### config.mk
export PLATFORM = sky130hd
export DESIGN_NAME = imm_gen_pipe_flat
export DESIGN_NICKNAME = d
export VERILOG_FILES = /design/src/rtl/imm_gen_pipe_if.sv /design/src/rtl/imm_gen_pipe.sv /design/src/flat_wrapper.sv
export SDC_FILE = /design/constraint.sdc
export NUM_CORES = 1
export LEC_CHECK = 0
export ABC_AREA = 1
export BUFFER_PORTS_ARGS = -buffer_cell sky130_fd_sc_hd__buf_2
export CELL_PAD_IN_SITES_DETAIL_PLACEMENT = 1
export CELL_PAD_IN_SITES_GLOBAL_PLACEMENT = 1
export CORE_MARGIN = 3
export CORE_UTILIZATION = 33
export CTS_BUF_LIST = sky130_fd_sc_hd__clkbuf_16
export CTS_CLUSTER_DIAMETER = 40
export CTS_CLUSTER_SIZE = 30
export DETAILED_ROUTE_END_ITERATION = 8
export GPL_TIMING_DRIVEN = 1
export HOLD_SLACK_MARGIN = 0.15
export PLACE_DENSITY_LB_ADDON = 0.1
export SYNTH_ARGS = -nofsm -noshare
export SYNTH_HDL_FRONTEND = slang
export SYNTH_SLANG_ARGS = --single-unit
### constraint.sdc
create_clock -name clk -period 1.4 [get_ports clk]
set_input_delay 0.14 -clock clk [delete_from_list [all_inputs] [get_ports clk]]
set_output_delay 0.14 -clock clk [all_outputs]
set_load 0.005 [all_outputs]
### src/rtl/imm_gen_pipe_if.sv
// Handshake and result bundle between the ID-stage instruction feed and the
// immediate generator. The slave side is the generator itself.
interface imm_gen_pipe_if #(
  parameter int XLEN = 32
);
  logic            in_valid_i;
  logic            in_ready_o;
  logic [31:0]     instr_i;
  logic            out_valid_o;
  logic            out_ready_i;
  logic [XLEN-1:0] imm_o;
  logic [2:0]      imm_type_o;
  logic            is_compressed_o;
  logic            illegal_o;
  logic [31:0]     instr_o;

  modport slave (
    input  in_valid_i, instr_i, out_ready_i,
    output in_ready_o, out_valid_o, imm_o, imm_type_o, is_compressed_o, illegal_o, instr_o
  );

  modport master (
    output in_valid_i, instr_i, out_ready_i,
    input  in_ready_o, out_valid_o, imm_o, imm_type_o, is_compressed_o, illegal_o, instr_o
  );
endinterface

### src/rtl/imm_gen_pipe.sv
// Registered RV32/RV64 immediate generator with optional RVC decode, a one-entry
// output register with backpressure, and flush.
module imm_gen_pipe #(
  parameter int XLEN = 32,
  parameter bit C_EN = 1'b1
) (
  input  logic          clk,
  input  logic          rst_n,
  input  logic          flush_i,
  imm_gen_pipe_if.slave bus
);

  localparam bit IS64 = (XLEN == 64);

  localparam logic [2:0] T_NONE  = 3'd0;
  localparam logic [2:0] T_I     = 3'd1;
  localparam logic [2:0] T_S     = 3'd2;
  localparam logic [2:0] T_B     = 3'd3;
  localparam logic [2:0] T_U     = 3'd4;
  localparam logic [2:0] T_J     = 3'd5;
  localparam logic [2:0] T_SHAMT = 3'd6;
  localparam logic [2:0] T_CI    = 3'd7;

  typedef struct packed {
    logic [XLEN-1:0] imm;
    logic [2:0]      ty;
    logic            comp;
    logic            ill;
  } dec_t;

  function automatic dec_t decode(input logic [31:0] ins);
    dec_t       d;
    logic [5:0] ci6;
    logic [9:0] nz10;
    d.imm  = {XLEN{1'b0}};
    d.ty   = T_NONE;
    d.ill  = 1'b0;
    d.comp = C_EN && (ins[1:0] != 2'b11);
    ci6    = {ins[12], ins[6:2]};
    if (!d.comp) begin
      case (ins[6:0])
        7'b0000011, 7'b1100111: begin
          d.imm = XLEN'($signed(ins[31:20]));
          d.ty  = T_I;
        end
        7'b0010011: begin
          // funct3 001/101 are the shift-immediate forms
          if (ins[13:12] == 2'b01) begin
            d.imm = IS64 ? XLEN'(ins[25:20]) : XLEN'(ins[24:20]);
            d.ty  = T_SHAMT;
          end else begin
            d.imm = XLEN'($signed(ins[31:20]));
            d.ty  = T_I;
          end
        end
        7'b0011011: begin
          if (IS64) begin
            d.imm = XLEN'($signed(ins[31:20]));
            d.ty  = T_I;
          end else begin
            d.ty  = T_NONE;
          end
        end
        7'b0100011: begin
          d.imm = XLEN'($signed({ins[31:25], ins[11:7]}));
          d.ty  = T_S;
        end
        7'b1100011: begin
          d.imm = XLEN'($signed({ins[31], ins[7], ins[30:25], ins[11:8], 1'b0}));
          d.ty  = T_B;
        end
        7'b0110111, 7'b0010111: begin
          d.imm = XLEN'($signed({ins[31:12], 12'h000}));
          d.ty  = T_U;
        end
        7'b1101111: begin
          d.imm = XLEN'($signed({ins[31], ins[19:12], ins[20], ins[30:21], 1'b0}));
          d.ty  = T_J;
        end
        default: d.ty = T_NONE;
      endcase
    end else if (ins[15:0] == 16'h0000) begin
      d.ill = 1'b1;
    end else begin
      case ({ins[15:13], ins[1:0]})
        5'b000_00: begin
          d.imm = XLEN'({ins[10:7], ins[12:11], ins[5], ins[6], 2'b00});
          d.ty  = T_CI;
          d.ill = (ins[12:5] == 8'h00);
        end
        5'b010_00, 5'b110_00: begin
          d.imm = XLEN'({ins[5], ins[12:10], ins[6], 2'b00});
          d.ty  = ins[15] ? T_S : T_CI;
        end
        5'b000_01, 5'b010_01: begin
          d.imm = XLEN'($signed(ci6));
          d.ty  = T_CI;
        end
        5'b001_01: begin
          // RV32 C.JAL, RV64 C.ADDIW
          if (IS64) begin
            d.imm = XLEN'($signed(ci6));
            d.ty  = T_CI;
          end else begin
            d.imm = XLEN'($signed({ins[12], ins[8], ins[10:9], ins[6], ins[7], ins[2], ins[11], ins[5:3], 1'b0}));
            d.ty  = T_J;
          end
        end
        5'b011_01: begin
          if (ins[11:7] == 5'd2) begin
            nz10  = {ins[12], ins[4:3], ins[5], ins[2], ins[6], 4'h0};
            d.imm = XLEN'($signed(nz10));
            d.ty  = T_CI;
          end else begin
            d.imm = XLEN'($signed({ci6, 12'h000}));
            d.ty  = T_U;
          end
          d.ill = (ci6 == 6'h00);
        end
        5'b100_01: begin
          case (ins[11:10])
            2'b00, 2'b01: begin
              d.imm = XLEN'(ci6);
              d.ty  = T_SHAMT;
              d.ill = !IS64 && ins[12];
            end
            2'b10: begin
              d.imm = XLEN'($signed(ci6));
              d.ty  = T_CI;
            end
            default: d.ty = T_NONE;
          endcase
        end
        5'b101_01: begin
          d.imm = XLEN'($signed({ins[12], ins[8], ins[10:9], ins[6], ins[7], ins[2], ins[11], ins[5:3], 1'b0}));
          d.ty  = T_J;
        end
        5'b110_01, 5'b111_01: begin
          d.imm = XLEN'($signed({ins[12], ins[6:5], ins[2], ins[11:10], ins[4:3], 1'b0}));
          d.ty  = T_B;
        end
        5'b000_10: begin
          d.imm = XLEN'(ci6);
          d.ty  = T_SHAMT;
          d.ill = !IS64 && ins[12];
        end
        5'b010_10: begin
          d.imm = XLEN'({ins[3:2], ins[12], ins[6:4], 2'b00});
          d.ty  = T_CI;
        end
        5'b110_10: begin
          d.imm = XLEN'({ins[8:7], ins[12:9], 2'b00});
          d.ty  = T_S;
        end
        default: d.ty = T_NONE;
      endcase
    end
    return d;
  endfunction

  logic            valid_q, valid_d;
  logic [XLEN-1:0] imm_q, imm_d;
  logic [2:0]      type_q, type_d;
  logic            comp_q, comp_d;
  logic            ill_q, ill_d;
  logic [31:0]     instr_q, instr_d;
  logic            accept_s;
  dec_t            dec_s;

  assign bus.in_ready_o = !valid_q || bus.out_ready_i;
  assign accept_s       = bus.in_valid_i && bus.in_ready_o && !flush_i;

  // Combinational decode of the incoming instruction.
  always_comb begin
    dec_s = decode(bus.instr_i);
  end

  // Next state of the output register: flush, then load, then drain, else hold.
  always_comb begin
    valid_d = valid_q;
    imm_d   = imm_q;
    type_d  = type_q;
    comp_d  = comp_q;
    ill_d   = ill_q;
    instr_d = instr_q;
    if (flush_i) begin
      valid_d = 1'b0;
    end else if (accept_s) begin
      valid_d = 1'b1;
      imm_d   = dec_s.imm;
      type_d  = dec_s.ty;
      comp_d  = dec_s.comp;
      ill_d   = dec_s.ill;
      instr_d = bus.instr_i;
    end else if (bus.out_ready_i) begin
      valid_d = 1'b0;
    end else begin
      valid_d = valid_q;
    end
  end

  // Output register with synchronous active-low reset.
  always_ff @(posedge clk) begin
    if (!rst_n) begin
      valid_q <= 1'b0;
      imm_q   <= {XLEN{1'b0}};
      type_q  <= T_NONE;
      comp_q  <= 1'b0;
      ill_q   <= 1'b0;
      instr_q <= 32'h0000_0000;
    end else begin
      valid_q <= valid_d;
      imm_q   <= imm_d;
      type_q  <= type_d;
      comp_q  <= comp_d;
      ill_q   <= ill_d;
      instr_q <= instr_d;
    end
  end

  assign bus.out_valid_o     = valid_q;
  assign bus.imm_o           = imm_q;
  assign bus.imm_type_o      = type_q;
  assign bus.is_compressed_o = comp_q;
  assign bus.illegal_o       = ill_q;
  assign bus.instr_o         = instr_q;

endmodule

### src/flat_wrapper.sv
// flat-port wrapper written by rule: the top's interface ports become plain ports
module imm_gen_pipe_flat 
#(
  parameter int XLEN = 32,
  parameter bit C_EN = 1'b1
)
  (clk, rst_n, flush_i, bus_in_valid_i, bus_instr_i, bus_out_ready_i, bus_in_ready_o, bus_out_valid_o, bus_imm_o, bus_imm_type_o, bus_is_compressed_o, bus_illegal_o, bus_instr_o);
  imm_gen_pipe_if #(.XLEN(XLEN)) bus_i ();
  input  logic clk;
  input  logic rst_n;
  input  logic flush_i;
  input wire logic [$bits(bus_i.in_valid_i)-1:0] bus_in_valid_i;
  input wire logic [$bits(bus_i.instr_i)-1:0] bus_instr_i;
  input wire logic [$bits(bus_i.out_ready_i)-1:0] bus_out_ready_i;
  output wire logic [$bits(bus_i.in_ready_o)-1:0] bus_in_ready_o;
  output wire logic [$bits(bus_i.out_valid_o)-1:0] bus_out_valid_o;
  output wire logic [$bits(bus_i.imm_o)-1:0] bus_imm_o;
  output wire logic [$bits(bus_i.imm_type_o)-1:0] bus_imm_type_o;
  output wire logic [$bits(bus_i.is_compressed_o)-1:0] bus_is_compressed_o;
  output wire logic [$bits(bus_i.illegal_o)-1:0] bus_illegal_o;
  output wire logic [$bits(bus_i.instr_o)-1:0] bus_instr_o;
  assign bus_i.in_valid_i = bus_in_valid_i;
  assign bus_i.instr_i = bus_instr_i;
  assign bus_i.out_ready_i = bus_out_ready_i;
  assign bus_in_ready_o = bus_i.in_ready_o;
  assign bus_out_valid_o = bus_i.out_valid_o;
  assign bus_imm_o = bus_i.imm_o;
  assign bus_imm_type_o = bus_i.imm_type_o;
  assign bus_is_compressed_o = bus_i.is_compressed_o;
  assign bus_illegal_o = bus_i.illegal_o;
  assign bus_instr_o = bus_i.instr_o;
  imm_gen_pipe #(.XLEN(XLEN), .C_EN(C_EN)) u_core (.clk(clk), .rst_n(rst_n), .flush_i(flush_i), .bus(bus_i));
endmodule
==> results.sh <==
export IMPL_arrival_ps=1780
export IMPL_num_vias=5283
export IMPL_syn_to_final_growth_pct=58.1
export IMPL_die_w_um=117
export IMPL_ys_ff_latch=70
export IMPL_cp_data_required_time_ps=1670
export IMPL_grt_overflow=0
export IMPL_grt_pass1_wl_um=27900
export IMPL_finalCritPeriodShare_pct=108
export IMPL_routed_wl_um=19500
export IMPL_cp_buffers_inverters=4
export IMPL_worstSetupPathType="flip-flop to flip-flop"
export IMPL_clk_pin_slew_worst_paths_ps=60
export IMPL_worstReg2RegStart="u_core.bus.out_valid_o$_SDFFE_PP0P_"
export IMPL_core_area_um2=11700
export IMPL_endpoint_kind="flip-flop"
export IMPL_cts_inserted_buffers=9
export IMPL_die_h_um=117
export IMPL_antenna_found_initial=0
export IMPL_dr_first_iter_drc_count=389
export IMPL_netlist_instances=640
export IMPL_ys_warn_count=0
export IMPL_syn_num_nets=677
export IMPL_final_fill_count=1543
export IMPL_crit_start="u_core.bus.out_valid_o$_SDFFE_PP0P_"
export IMPL_clkPwrFrac_pct=40.8
export IMPL_setup_violations_final=54
export IMPL_crit_chain="inv_2 > nor2_4 > nor3_4 > buf_8 > buf_12 > clkbuf_16 > o21ai_1 > a21oi_1"
export IMPL_fmax_mhz=663
export IMPL_cts_path_max_buffers=2
export IMPL_rows=39
export IMPL_num_antenna_cells=0
export IMPL_start_kind="flip-flop"
export IMPL_detail_route_wl_per_cell_um=19.5
export IMPL_synth_area_per_cell_um2=6.32
export IMPL_fin_ws_ps=-109
export IMPL_p_leak_nw=3.29
export IMPL_tightest_slew_ps=396
export IMPL_hold_viol=0
export IMPL_grt_start_max_net_pins=39
export IMPL_critPathMaxStageDelay_ps=320
export IMPL_root_buffer="clkbuf_16"
export IMPL_p_sw_share_pct=29.5
export IMPL_dp_slack_ps=-451
export IMPL_violations="negative setup slack"
export IMPL_clock_sinks=70
export IMPL_path_max_fanout=6
export IMPL_multi_input_area_um2=2560
export IMPL_timing_slew_headroom_pct=73.4
export IMPL_ys_seq_area_share_pct=34.7
export IMPL_worstHoldStart="bus_out_ready_i"
export IMPL_status="finished with violations"
export IMPL_postCtsHoldBufs=14
export IMPL_num_nets_final=890
export IMPL_ys_types=29
export IMPL_min_path_type="primary input to flip-flop"
export IMPL_slowest_stage="dfxtp_2"
export IMPL_dieArea_um2=13600
export IMPL_dp_hpwl_um=13400
export IMPL_seq_area_um2=1400
export IMPL_layout_min_cycle_time_ps=1510
export IMPL_clk_latency_ps=340
export IMPL_maxCapViolations=0
export IMPL_cts_max_level=3
export IMPL_gp_congestion=0.939
export IMPL_start_util_pct=34.5
export IMPL_peakVddDrop_uv=487
export IMPL_p_per_area_nw_per_um2=885
export IMPL_syn_cell_area_um2=4040
export IMPL_drt_pass1_iterations=5
export IMPL_fin_skew_ps=5.71
export IMPL_ant_nets=0
export IMPL_grt_setup_unrepaired="yes"
export IMPL_track_usage_pct=26.9
export IMPL_cts_tree="yes"
export IMPL_finalPower_mw=5.66
export IMPL_drc=0
export IMPL_io_buffers=107
export IMPL_crit_family="buffers and inverters"
export IMPL_drv_slew=0
export IMPL_p_switching_mw=1.67
export IMPL_layout_drive_gt1_share_pct=36.7
export IMPL_grt_pass1_vias=5318
export IMPL_seqPwrFrac_pct=38.1
export IMPL_internal_power_mw=3.99
export IMPL_rrSetupSlack_ps=-110
export IMPL_io_pins=108
export IMPL_comb_power_share_pct=21.1
export IMPL_via_per_inst=5.28
export IMPL_finalSetupTns_ps=-1710
[layout make-up]
| cell class | count | area share (%) |
|---|---|---|
| Sequential cell | 70 | 21.9 |
| Multi-Input combinational cell | 489 | 40.1 |
| Clock buffer | 9 | 3.52 |
| Tap cell | 143 | 2.80 |
| Inverter | 53 | 3.15 |
| Clock inverter | 7 | 1.04 |
| Timing Repair Buffer | 230 | 27.5 |
[flip-flops by register name, summed over array words and instances, names as in the netlist]
name and cells:
u_core.bus.imm_o 32, u_core.bus.instr_o 32, u_core.bus.imm_type_o 3, u_core.bus.illegal_o 1, u_core.bus.is_compressed_o 1, u_core.bus.out_valid_o 1
[per-layer routing]
metal  GRT usage [%]  vias to the layer above  wire (um)
met5               0                        -          0
met4            9.17                        0        365
met3            4.30                       27       1040
met2            44.7                      178       9400
met1            35.4                     2542       8700
li1                -                     2536          -
[through the flow]
stage | cell area (um^2) | cells | hold WS, ps | util (%)
2_1_floorplan | 4050 | 640 | 218 | -
3_3_place_gp | 5350 | 951 | 363 | 45.7
3_5_place_dp | 5350 | 951 | 370 | 45.7
4_1_cts | 5900 | 985 | 97.5 | 50.4
5_1_grt | 6390 | 1001 | 127 | 54.6
6_report | 6390 | 1001 | 137 | 54.6
[power by group through the flow]
stage	sequential, mW	combinational, mW	clock (mW)
CTS	2.15	1.02	2.36
global placement	2.19	0.911	0
floorplan	2.20	0.410	0
finish	2.16	1.19	2.31
detailed placement	2.19	0.929	0
global route	2.17	1.29	2.48
[kinds of logic after synthesis]
logic type | synth area share [%]
AO/OA/AOI/OAI | 19.6
flip-flops | 34.7
buffers and inverters | 8.48
AND/OR/NAND/NOR | 37.3
[Yosys cell counts, drive strengths merged]
| cell type | number | share of area [%] |
|---|---|---|
| o211ai | 2 | 0.37 |
| a22oi | 1 | 0.19 |
| nand2 | 154 | 15 |
| a211oi | 5 | 0.93 |
| clkbuf | 21 | 1.9 |
| a21oi | 55 | 6.9 |
| o21ai | 68 | 8.4 |
| nand3 | 50 | 6.6 |
| nor2 | 105 | 11 |
| inv | 53 | 4.9 |
| nor3 | 19 | 2.6 |
| dfxtp | 70 | 35 |
| a21boi | 15 | 2.8 |
| nand4 | 12 | 2.2 |
| buf | 10 | 1.6 |
[placed cells by master (no fill, tap or decap), types with 16 or more instances in the layout]
cell	n
o21ai_0	45
inv_1	45
nor2_1	93
nand2_2	16
buf_4	90
buf_2	107
dfxtp_1	69
nand3_1	41
a21oi_1	43
nand2_1	135
nor3_1	17
[worst paths after layout]
path         cells past startpoint                                   to
min reg2reg                      2    u_core.bus.illegal_o$_SDFFE_PN0P_
max                              8  u_core.bus.instr_o[23]$_SDFFE_PN0P_
min                              4  u_core.bus.out_valid_o$_SDFFE_PP0P_
max reg2reg                      8  u_core.bus.instr_o[23]$_SDFFE_PN0P_
[repair_timing]
action	in CTS	in global routing
setup buffers	0	8
endpoints found under the setup margin	40	63
gates resized for setup	11	92
cloned	4	8
pin swaps	2	33
endpoints found under the hold margin	19	1
[worst min-delay path, delay by kind of cell]
| kind | cells | cell delay [ps] |
|---|---|---|
| buf+inv | 2 | 190 |
| compound gates | 1 | 70 |
| simple gates | 1 | 50 |
(Power assumes the default switching activity.)
